==> config.mk <==
export PLATFORM = sky130hd
export DESIGN_NAME = dtcm_arbiter
export DESIGN_NICKNAME = d
export VERILOG_FILES = /design/src/rtl/dtcm_arbiter.sv
export SDC_FILE = /design/constraint.sdc
export NUM_CORES = 1
export LEC_CHECK = 0
export CAP_MARGIN = 20
export CORE_AREA = 2 2 105 107
export DETAILED_ROUTE_END_ITERATION = 8
export DIE_AREA = 0 0 107 109
export HOLD_SLACK_MARGIN = 0.12
export SYNTH_ARGS = -nofsm -noshare
export SYNTH_HDL_FRONTEND = slang
export SYNTH_SLANG_ARGS = --single-unit
==> constraint.sdc <==
create_clock -name clk -period 5.1 [get_ports clk]
set_clock_uncertainty 0.1 [all_clocks]
set_input_delay 1.02 -clock clk [delete_from_list [all_inputs] [get_ports clk]]
set_output_delay 1.02 -clock clk [all_outputs]
set_load 0.01 [all_outputs]
==> src/rtl/dtcm_arbiter.sv <==
// dtcm_arbiter: shares the single dtcm_ctrl port between the LSU (port 0)
// and the external/debug master (port 1). Commands are granted round-robin
// and a grant is held until its command handshakes. Every accepted command
// leaves its port id in a small FIFO so responses, which come back in
// order, are steered to the requester that issued them.
module dtcm_arbiter #(
   parameter int AW         = 16,
   parameter int DW         = 32,
   parameter int OUTS_DEPTH = 2
) (
   input  logic                clk,
   input  logic                rst_n,

   // LSU (port 0)
   input  logic                lsu_cmd_valid,
   output logic                lsu_cmd_ready,
   input  logic                lsu_cmd_read,
   input  logic [AW-1:0]       lsu_cmd_addr,
   input  logic [DW-1:0]       lsu_cmd_wdata,
   input  logic [DW/8-1:0]     lsu_cmd_wmask,
   output logic                lsu_rsp_valid,
   input  logic                lsu_rsp_ready,
   output logic [DW-1:0]       lsu_rsp_rdata,

   // external / debug master (port 1)
   input  logic                ext_cmd_valid,
   output logic                ext_cmd_ready,
   input  logic                ext_cmd_read,
   input  logic [AW-1:0]       ext_cmd_addr,
   input  logic [DW-1:0]       ext_cmd_wdata,
   input  logic [DW/8-1:0]     ext_cmd_wmask,
   output logic                ext_rsp_valid,
   input  logic                ext_rsp_ready,
   output logic [DW-1:0]       ext_rsp_rdata,

   // dtcm_ctrl side
   output logic                dtcm_cmd_valid,
   input  logic                dtcm_cmd_ready,
   output logic                dtcm_cmd_read,
   output logic [AW-1:0]       dtcm_cmd_addr,
   output logic [DW-1:0]       dtcm_cmd_wdata,
   output logic [DW/8-1:0]     dtcm_cmd_wmask,
   input  logic                dtcm_rsp_valid,
   output logic                dtcm_rsp_ready,
   input  logic [DW-1:0]       dtcm_rsp_rdata
);

   // Pointer width is kept at least one bit so OUTS_DEPTH=1 still elaborates.
   localparam int PW = (OUTS_DEPTH > 1) ? $clog2(OUTS_DEPTH) : 1;
   localparam int CW = $clog2(OUTS_DEPTH + 1);

   localparam logic [PW-1:0] PTR_LAST  = PW'(OUTS_DEPTH - 1);
   localparam logic [CW-1:0] CNT_FULL  = CW'(OUTS_DEPTH);

   // ------------------------------------------------------------------
   // State
   // ------------------------------------------------------------------
   // rr_ptr_q holds the last winner; rr_seen_q says whether any winner has
   // been recorded since reset, so the very first contest favours the LSU.
   logic            rr_ptr_q,  rr_ptr_d;
   logic            rr_seen_q, rr_seen_d;
   logic            lock_q,    lock_d;
   logic            lock_id_q, lock_id_d;
   logic [PW-1:0]   wr_ptr_q,  wr_ptr_d;
   logic [PW-1:0]   rd_ptr_q,  rd_ptr_d;
   logic [CW-1:0]   count_q,   count_d;
   logic            id_mem_q [OUTS_DEPTH];

   // ------------------------------------------------------------------
   // Command side
   // ------------------------------------------------------------------
   logic gnt_id;
   logic gnt_valid;
   logic full;
   logic cmd_hs;

   // Pick the granted port: a locked grant wins outright, otherwise
   // round-robin against the last winner.
   always_comb begin
      gnt_id = 1'b0;
      if (lock_q) begin
         gnt_id = lock_id_q;
      end else if (lsu_cmd_valid && ext_cmd_valid) begin
         gnt_id = rr_seen_q ? ~rr_ptr_q : 1'b0;
      end else if (ext_cmd_valid) begin
         gnt_id = 1'b1;
      end else begin
         gnt_id = 1'b0;
      end
   end

   assign gnt_valid = gnt_id ? ext_cmd_valid : lsu_cmd_valid;

   // full looks only at the registered count: a pop in the same cycle does
   // not free a slot for a push until the next cycle.
   assign full = (count_q == CNT_FULL);

   assign dtcm_cmd_valid = gnt_valid & ~full;
   assign cmd_hs         = dtcm_cmd_valid & dtcm_cmd_ready;

   assign lsu_cmd_ready  = gnt_valid & ~gnt_id & dtcm_cmd_ready & ~full;
   assign ext_cmd_ready  = gnt_valid &  gnt_id & dtcm_cmd_ready & ~full;

   // Steer the granted command fields; drive zeros when nobody is asking.
   always_comb begin
      dtcm_cmd_read  = 1'b0;
      dtcm_cmd_addr  = '0;
      dtcm_cmd_wdata = '0;
      dtcm_cmd_wmask = '0;
      if (gnt_valid) begin
         if (gnt_id) begin
            dtcm_cmd_read  = ext_cmd_read;
            dtcm_cmd_addr  = ext_cmd_addr;
            dtcm_cmd_wdata = ext_cmd_wdata;
            dtcm_cmd_wmask = ext_cmd_wmask;
         end else begin
            dtcm_cmd_read  = lsu_cmd_read;
            dtcm_cmd_addr  = lsu_cmd_addr;
            dtcm_cmd_wdata = lsu_cmd_wdata;
            dtcm_cmd_wmask = lsu_cmd_wmask;
         end
      end
   end

   // ------------------------------------------------------------------
   // Response side
   // ------------------------------------------------------------------
   logic fifo_empty;
   logic head_id;
   logic head_lsu;
   logic head_ext;
   logic rsp_hs;

   assign fifo_empty = (count_q == '0);
   assign head_id    = id_mem_q[rd_ptr_q];
   assign head_lsu   = ~fifo_empty & ~head_id;
   assign head_ext   = ~fifo_empty &  head_id;

   assign lsu_rsp_valid  = head_lsu & dtcm_rsp_valid;
   assign ext_rsp_valid  = head_ext & dtcm_rsp_valid;
   assign lsu_rsp_rdata  = head_lsu ? dtcm_rsp_rdata : '0;
   assign ext_rsp_rdata  = head_ext ? dtcm_rsp_rdata : '0;

   // With nothing outstanding the response port is never ready, so a stray
   // dtcm response is simply ignored.
   assign dtcm_rsp_ready = (head_lsu & lsu_rsp_ready) | (head_ext & ext_rsp_ready);
   assign rsp_hs         = dtcm_rsp_valid & dtcm_rsp_ready;

   // ------------------------------------------------------------------
   // Next-state logic
   // ------------------------------------------------------------------
   // Arbitration state: remember the winner and pin a stalled grant.
   always_comb begin
      rr_ptr_d  = rr_ptr_q;
      rr_seen_d = rr_seen_q;
      lock_d    = lock_q;
      lock_id_d = lock_id_q;
      if (cmd_hs) begin
         rr_ptr_d  = gnt_id;
         rr_seen_d = 1'b1;
         lock_d    = 1'b0;
      end else if (dtcm_cmd_valid) begin
         lock_d    = 1'b1;
         lock_id_d = gnt_id;
      end
   end

   // Outstanding-ID FIFO bookkeeping; pointers wrap at OUTS_DEPTH.
   always_comb begin
      wr_ptr_d = wr_ptr_q;
      rd_ptr_d = rd_ptr_q;
      count_d  = count_q;
      if (cmd_hs) begin
         wr_ptr_d = (wr_ptr_q == PTR_LAST) ? '0 : wr_ptr_q + PW'(1);
      end
      if (rsp_hs) begin
         rd_ptr_d = (rd_ptr_q == PTR_LAST) ? '0 : rd_ptr_q + PW'(1);
      end
      if (cmd_hs && !rsp_hs) begin
         count_d = count_q + CW'(1);
      end else if (!cmd_hs && rsp_hs) begin
         count_d = count_q - CW'(1);
      end
   end

   // ------------------------------------------------------------------
   // Registers
   // ------------------------------------------------------------------
   // Arbitration and lock registers.
   always_ff @(posedge clk or negedge rst_n) begin
      if (!rst_n) begin
         rr_ptr_q  <= 1'b0;
         rr_seen_q <= 1'b0;
         lock_q    <= 1'b0;
         lock_id_q <= 1'b0;
      end else begin
         rr_ptr_q  <= rr_ptr_d;
         rr_seen_q <= rr_seen_d;
         lock_q    <= lock_d;
         lock_id_q <= lock_id_d;
      end
   end

   // FIFO pointers and outstanding count; reset drops all outstanding IDs.
   always_ff @(posedge clk or negedge rst_n) begin
      if (!rst_n) begin
         wr_ptr_q <= '0;
         rd_ptr_q <= '0;
         count_q  <= '0;
      end else begin
         wr_ptr_q <= wr_ptr_d;
         rd_ptr_q <= rd_ptr_d;
         count_q  <= count_d;
      end
   end

   // ID storage needs no reset: entries are only read while count_q > 0.
   always_ff @(posedge clk) begin
      if (cmd_hs) begin
         id_mem_q[wr_ptr_q] <= gnt_id;
      end
   end

endmodule

# After elaboration in Yosys (flattened, before gate mapping)
# Memory sizes are Yosys's and may differ from the RTL's.
# Index checks and enable logic that the tools add are counted.
dict set report totals {
  memories 1
  word_cells 67
  latchBits 0
  ff_bits 8
  ram_bits 2
  out_inout_bits 123
  rom_bits 0
}
# memory words width rd rd_clocked_by_memory_dff write_ports line_no
set memory_table {}
lappend memory_table {id_mem_q 2 1 1 0 1 67} ;# logic id_mem_q [OUTS_DEPTH];
dict set report classes {
  add_sub_neg 4
  shifts 0
  eq_ne 1
  multipliers 0
  n_div 0
  muxes 23
  reduce_logical 9
  n_lt_le_gt_ge 0
  bitwise 22
}
# cell n
set ops {}
lappend ops {{$mux W32} 4}
lappend ops {{$mux W16} 2}
lappend ops {{$and A1 B1 Y1} 15}
lappend ops {{$mux W1} 13}
lappend ops {{$mux W4} 2}
lappend ops {{$not A1 Y1} 6}
lappend ops {{$mux W2} 2}
lappend ops {{$reduce_bool A2 Y1} 2}
lappend ops {{$logic_and A1 B1 Y1} 3}
lappend ops {{$add A1 B1 Y1 const B} 2}
lappend ops {{$add A2 B1 Y2 const B} 1}
lappend ops {{$eq A2 B2 Y1 const B} 1}
lappend ops {{$logic_not A1 Y1} 2}
lappend ops {{$logic_not A2 Y1} 1}
lappend ops {{$reduce_and A2 Y1} 1}
lappend ops {{$sub A2 B1 Y2 const B} 1}
lappend ops {{$or A1 B1 Y1} 1}

# Logic depth before layout (Yosys ltp)
# Gate-level depths: netlist of the first run.
dict set report depth {
  ltp_word 11
  mapped_depth 8
  mapped_depth_nobuf 8
}

# Worst setup path before layout of the first run
# Ideal clock, no wire load.
dict set report synth_timing {
  kind {input to output}
  from {in ext_cmd_valid}
  to {out dtcm_cmd_addr[0]}
  arrival_time_ps 1796
  path_buffers 1
  cell_stages 4
  required_time_ps 3980
  path_slack_ps 2184
  path_cell_list {nor2b_4 a31oi_4 buf_6 a22o_1}
}
dict set report synth_between {
  elab_chain_len 5
}
# element line_no
set synth_lines {}
lappend synth_lines {{start, declared} 26} ;# input logic ext_cmd_valid,
lappend synth_lines {{$mux W1 / $logic_and A1 B1 Y1 (equally long branches)} {85, 83}}
lappend synth_lines {{$mux W1} 83} ;# end else if (lsu_cmd_valid && ext_cmd_valid) begin
lappend synth_lines {{$mux W1} 81} ;# if (lock_q) begin
lappend synth_lines {{$mux W16 / $mux W1 (equally long branches)} {111, 92}}
lappend synth_lines {{$mux W16 *} 110} ;# if (gnt_valid) begin
lappend synth_lines {{end, declared} 40} ;# output logic [AW-1:0] dtcm_cmd_addr,
# Mark *: on every way between the ends. The rest lies on a longest branch, timed or not.

# Worst setup path in the final report of the first run
dict set report layout_timing {
  from {in ext_cmd_valid}
  to {out dtcm_cmd_wdata[3]}
}
dict set report layout_between {
  elab_chain_len 5
}
# element line_no
set layout_lines {}
lappend layout_lines {{$mux W1 / $logic_and A1 B1 Y1 (equally long branches)} {85, 83}}
lappend layout_lines {{$mux W1} 83}
lappend layout_lines {{$mux W1} 81}
lappend layout_lines {{$mux W32 / $mux W1 (equally long branches)} {111, 92}}
lappend layout_lines {{$mux W32 *} 110}
lappend layout_lines {{end, declared} 41} ;# output logic [DW-1:0] dtcm_cmd_wdata,
# Marks and branches as above.

==> metrics.yaml, run 1 <==
wl_per_cell_um: 15.8
synth_common_cells: "and2_1 (66), a22o_1 (52), buf_6 (11), dfrtp_1 (8)"
antenna_found_initial: 0
gp_congestion: 0.848
cellLeakagePower_uw: 0.00172
routed_via_density: 4.12
yosys-top-cells-area: "a22o_1 (28%), and2_1 (25%), dfrtp_1 (12%), buf_6 (7.5%), edfxtp_1 (3.6%)"
crit_required_ns: 3.98
portBuffers: 268
nNetsFinal: 599
syn_to_final_growth_pct: 168
fin_setup_tns_ns: 0
clk_transition_reported_paths_ns: 0.05
async_flop_share_pct: 80.0
cts_tree: "yes"
worstSetupEndpointType: "output port"
die_y_um: 109
netlist.area_leader.share_pct: 27.6
min_period_ns: 4.32
hold_class: "reg2reg"
nFillCells: 1059
finalSetupViolations: 0
post-cts-setup-buffers: 0
rsz0062_at_grt: "no"
drt-total-wl_um: 9350
clkSinkCount: 10
netlist_area_um2: 1650
status: "completed"
yosysSeqAreaShare_pct: 15.8
yosys.area_share.simple_pct: 31.3
grt_overflow: 0
final_area_um2: 4410
io-pin-count: 269
cts_buffer_depth: 2
rows: 38
coreArea_um2: 10600
die_x_um: 107
routed-via-count: 2434
muxShareOfSynthArea_pct: 2.43
yosys_register_bits: 10
route.detailed.drc: 0
synth_top_family_by_area: "compound AO/OA/AOI/OAI gates"
htree_levels: 1
die_area_um2: 11700
ys.flop_type: "dfrtp_1"
ir_drop_mv: 0.245
worst_slew_pin_slew_ns: 0.966
postPlaceCellArea_um2: 4360
grt_pass1_wl_um: 13000
synth_xor_xnor_area_share_pct: 2.13
syn_inst: 194
hold_viol_final: 0
hpwl_um: 7800
power_density_nw_per_um2: 399
synth_compound_area_share_pct: 36.9
fmax_mhz: 232
drt_iter0_drc: 162
cts-root-buf: "clkbuf_8"
initial_core_util_pct: 15.5
max-cap-violations: 0
final_layout_size_suffix_gt1_share_pct: 3.99
clock_latency_ns: 0.23
cts-hold-fix-buffers: 0
antenna_cells: 0
grt_use_total_pct: 14.1
crit_type: "in2out"
yosysMostFrequentCell: "and2_1"
cp_max_fo: 53
synth_edf_count: 2
syn_avg_cell_area_um2: 8.49
relSlewSlack_pct: 35.5
critPathArrivalTime_ns: 3.20
synth_top_area_cell: "a22o_1"
report.final.slew_viol_count: 0
synthAdderAreaFrac_pct: 0.759
grt_max_degree: 54
synth.distinct_cells: 32
synth_warnings: 0
min_period_over_period_pct: 84.7
dr.pass1.iters: 4
syn-num-nets: 341
startpoint_type: "input port"
grt_pass1_vias: 2249
ant_nets: 0
cts_buffers: 3
cts_resized: 0
## metal layers
metal | GRT usage (%) | vias up | wire [um]
li1 | - | 1221 | -
met1 | 17.5 | 1120 | 3760
met2 | 26.8 | 89 | 5090
met3 | 1.85 | 4 | 478
met4 | 1.30 | 0 | 25
met5 | 0 | - | 0
## sequential cells by signal, indices dropped and copies added, names as in the netlist
| register | cells |
|---|---|
| id_mem_q | 2 |
| count_q | 2 |
| rr_seen_q | 1 |
| wr_ptr_q | 1 |
| rd_ptr_q | 1 |
| lock_id_q | 1 |
| rr_ptr_q | 1 |
| lock_q | 1 |
## worst max-delay path, stage by stage
cell and delay, ns:
clkdlybuf4s50_1 0.51, nor2b_4 0.19, a31oi_4 0.17, buf_4 0.48
a22o_1 0.26, clkdlybuf4s50_1 0.54
## cells by family (layout without fill, tap and decap cells)
family	Yosys count	in the layout
multiplexers	4	4
flip-flops	10	10
XOR/XNOR	4	4
adder cells (fa/ha/maj)	1	1
buffers and inverters	22	279
AO/OA/AOI/OAI	69	69
AND/OR/NAND/NOR	84	84
## stage by stage
stage | hold slack [ns] | setup slack (ns) | power, uW | util [%] | std cells
after floorplan | 0.361 | 2.18 | 918 | - | 194
after global placement | 0.378 | 0.828 | 1690 | 41.1 | 587
after detailed placement | 0.389 | 0.816 | 1690 | 41.1 | 587
after CTS | 0.398 | 0.800 | 1780 | 41.6 | 591
after global routing | 0.416 | 0.712 | 1880 | 41.6 | 591
final | 0.391 | 0.782 | 1760 | 41.6 | 591
## area by class of cell
type                       instances  area [um2]  share of cell area, %
clock buffer                       3        41.3                  0.937
clock inverter                     1        3.75                 0.0852
inverter                           5        18.8                  0.426
multi-input combinational        162        1210                   27.5
sequential                        10         260                   5.90
tap                              140         175                   3.97
timing repair buffer             270        2700                   61.2
## worst paths after layout
check	start	endpoint	slack, ns	depth (start not counted)
max in group asynchronous	rst_n	count_q[0]	3.67	1
setup reg to reg	lock_q	count_q[1]	3.17	7
hold / removal	wr_ptr_q	wr_ptr_q	0.39	1
min in group asynchronous	rst_n	lock_q	0.96	1
setup / recovery	ext_cmd_valid	dtcm_cmd_wdata[3]	0.78	6
hold reg to reg	wr_ptr_q	wr_ptr_q	0.39	1
## cell usage in the layout (no fill, tap or decap), types with 3 or more instances in the layout
cell             Yosys  layout
dfrtp_1              8       8
mux2i_1              4       4
nand2_2              3       3
nor2_1               5       5
clkdlybuf4s50_1      0     268
a22o_2               3       3
and2_1              66      66
o21ai_0              3       3
clkbuf_8             0       3
a22o_1              52      52
nand2_1              3       3
inv_1                5       5
## power by group
group,switching [uW],internal [uW],leakage [uW],total [uW]
sequential,38.5,119,0.000110,158
combinational,640,883,0.00159,1520
clock,27.6,52.4,0.0000231,80.0
total,706,1050,0.00172,1760
Note: power is estimated with default switching activity, not from simulation.
==> inputs of run 2 (changes only) <==
CORE_AREA = 2 2 104 106   (was 2 2 105 107)
DIE_AREA = 0 0 106 108   (was 0 0 107 109)
clock period = 4.3 ns   (was 5.1 ns; I/O delays follow)
==> metrics.yaml, run 2 (synthesis gave the netlist of run 1 again) <==
status: "completed"
nNetsFinal: 600
die_y_um: 108
wl_per_cell_um: 15.7
setup_ws_ns: 0.409
cp_cell_sequence: "clkdlybuf4s50_1 > o21ai_2 > o211a_1 > buf_4 > a22o_1 > clkdlybuf4s50_1"
p_sw_share_pct: 39.8
gp_congestion: 0.828
cp_max_fo: 53
worstSetupEndpointType: "output port"
hold_class: "reg2reg"
hpwl_um: 7700
htree_levels: 1
min_period_over_period_pct: 90.5
cts-hold-fix-buffers: 0
grt_use_total_pct: 14.3
routed_via_density: 4.13
max-cap-violations: 0
routed-via-count: 2429
cts_resized: 0
rsz0062_at_grt: "no"
antenna_found_initial: 0
cts-root-buf: "clkbuf_8"
crit_required_ns: 3.34
grt_overflow: 0
critPathArrivalTime_ns: 2.93
cellLeakagePower_uw: 0.00173
dp.cells: 584
switching_power_uw: 837
slowest_delay_ns: 0.57
clkSinkCount: 10
report.final.slew_viol_count: 0
crit_type: "in2out"
internal-power_uw: 1270
portBuffers: 268
fin_setup_tns_ns: 0
mostFrequentLayoutCell: "clkdlybuf4s50_1"
fmax_mhz: 257
cts_buffers: 3
cts_buffer_depth: 2
die_x_um: 106
antenna_cells: 0
dr.pass1.iters: 5
hold_viol_final: 0
ant_nets: 0
drt_iter0_drc: 151
power_density_nw_per_um2: 476
fin_util_pct: 43.2
min_period_ns: 3.89
die_area_um2: 11400
stdcell_count: 588
finalSetupViolations: 0
nFillCells: 1005
final_layout_size_suffix_gt1_share_pct: 4.20
p_clk_share_pct: 4.6
ir_drop_mv: 0.304
clk_transition_reported_paths_ns: 0.04
io-pin-count: 269
coreArea_um2: 10200
place_ws_ns: 0.419
pwr-share-comb_pct: 86.5
post-cts-setup-buffers: 0
cts_tree: "yes"
route.detailed.drc: 0
drt-total-wl_um: 9210
reg_top3: "count_q (2), id_mem_q (2)"
worst_slew_pin_slew_ns: 0.560
grt_pass1_wl_um: 13200
total_power_uw: 2100
share_seq_of_total_power_pct: 8.9
grt_pass1_vias: 2340
grt_max_degree: 54
clock_latency_ns: 0.23
path_common_cell: "clkdlybuf4s50_1"
relSlewSlack_pct: 62.7
initial_core_util_pct: 16.1
slowest_stage: "clkdlybuf4s50_1"
startpoint_type: "input port"
syn_to_final_growth_pct: 168
rows: 37
most-common-layout-cells: "clkdlybuf4s50_1 (268), and2_1 (66), a22o_1 (52)"
[run 2: cell type report]
class,instances,area [um2],share of cell area (%)
clock buffers,3,41.3,0.934
clock inverters,1,3.75,0.0849
inverters,5,18.8,0.424
multi-input cells,162,1210,27.4
flip-flops and latches,10,260,5.88
well taps,136,170,3.85
repair buffers,271,2720,61.4
[run 2: worst paths after layout]
kind,depth (start not counted),end,slack [ns],start
worst max-delay path,6,dtcm_cmd_wdata[29],0.41,lsu_cmd_valid
max in group asynchronous,1,count_q[0],3.04,rst_n
worst min register to register,1,wr_ptr_q,0.40,wr_ptr_q
worst max register to register,6,count_q[1],2.42,rd_ptr_q
worst min-delay path,1,wr_ptr_q,0.40,wr_ptr_q
min in group asynchronous,1,rd_ptr_q,0.80,rst_n
[run 2: critical path: cells and delay by family]
family / cells / cell delay, ns
AOI/OAI and AO/OA: 3 / 0.51
buffers and inverters: 3 / 1.55
[run 2: stage by stage]
stage	instance area, um2	hold WS [ns]
2_1_floorplan	1650	0.361
3_3_place_gp	4380	0.383
3_5_place_dp	4380	0.388
4_1_cts	4420	0.400
5_1_grt	4420	0.418
6_report	4420	0.397
[run 2: power by group through the flow]
stage / registers (uW) / clock network [uW] / logic, uW
finish: 187 / 96.1 / 1820
global route: 193 / 106 / 1950
CTS: 187 / 99.0 / 1840
detailed placement: 188 / 0 / 1840
global placement: 187 / 0 / 1830
floorplan: 178 / 0 / 911
[run 2: layer usage]
layer | up-vias | part of all wire [%] | global-route usage (%)
met5 | - | 0 | 0
met4 | 0 | 1.9 | 3.57
met3 | 16 | 6.3 | 2.89
met2 | 101 | 52 | 26.7
met1 | 1085 | 39 | 16.8
li1 | 1227 | - | -
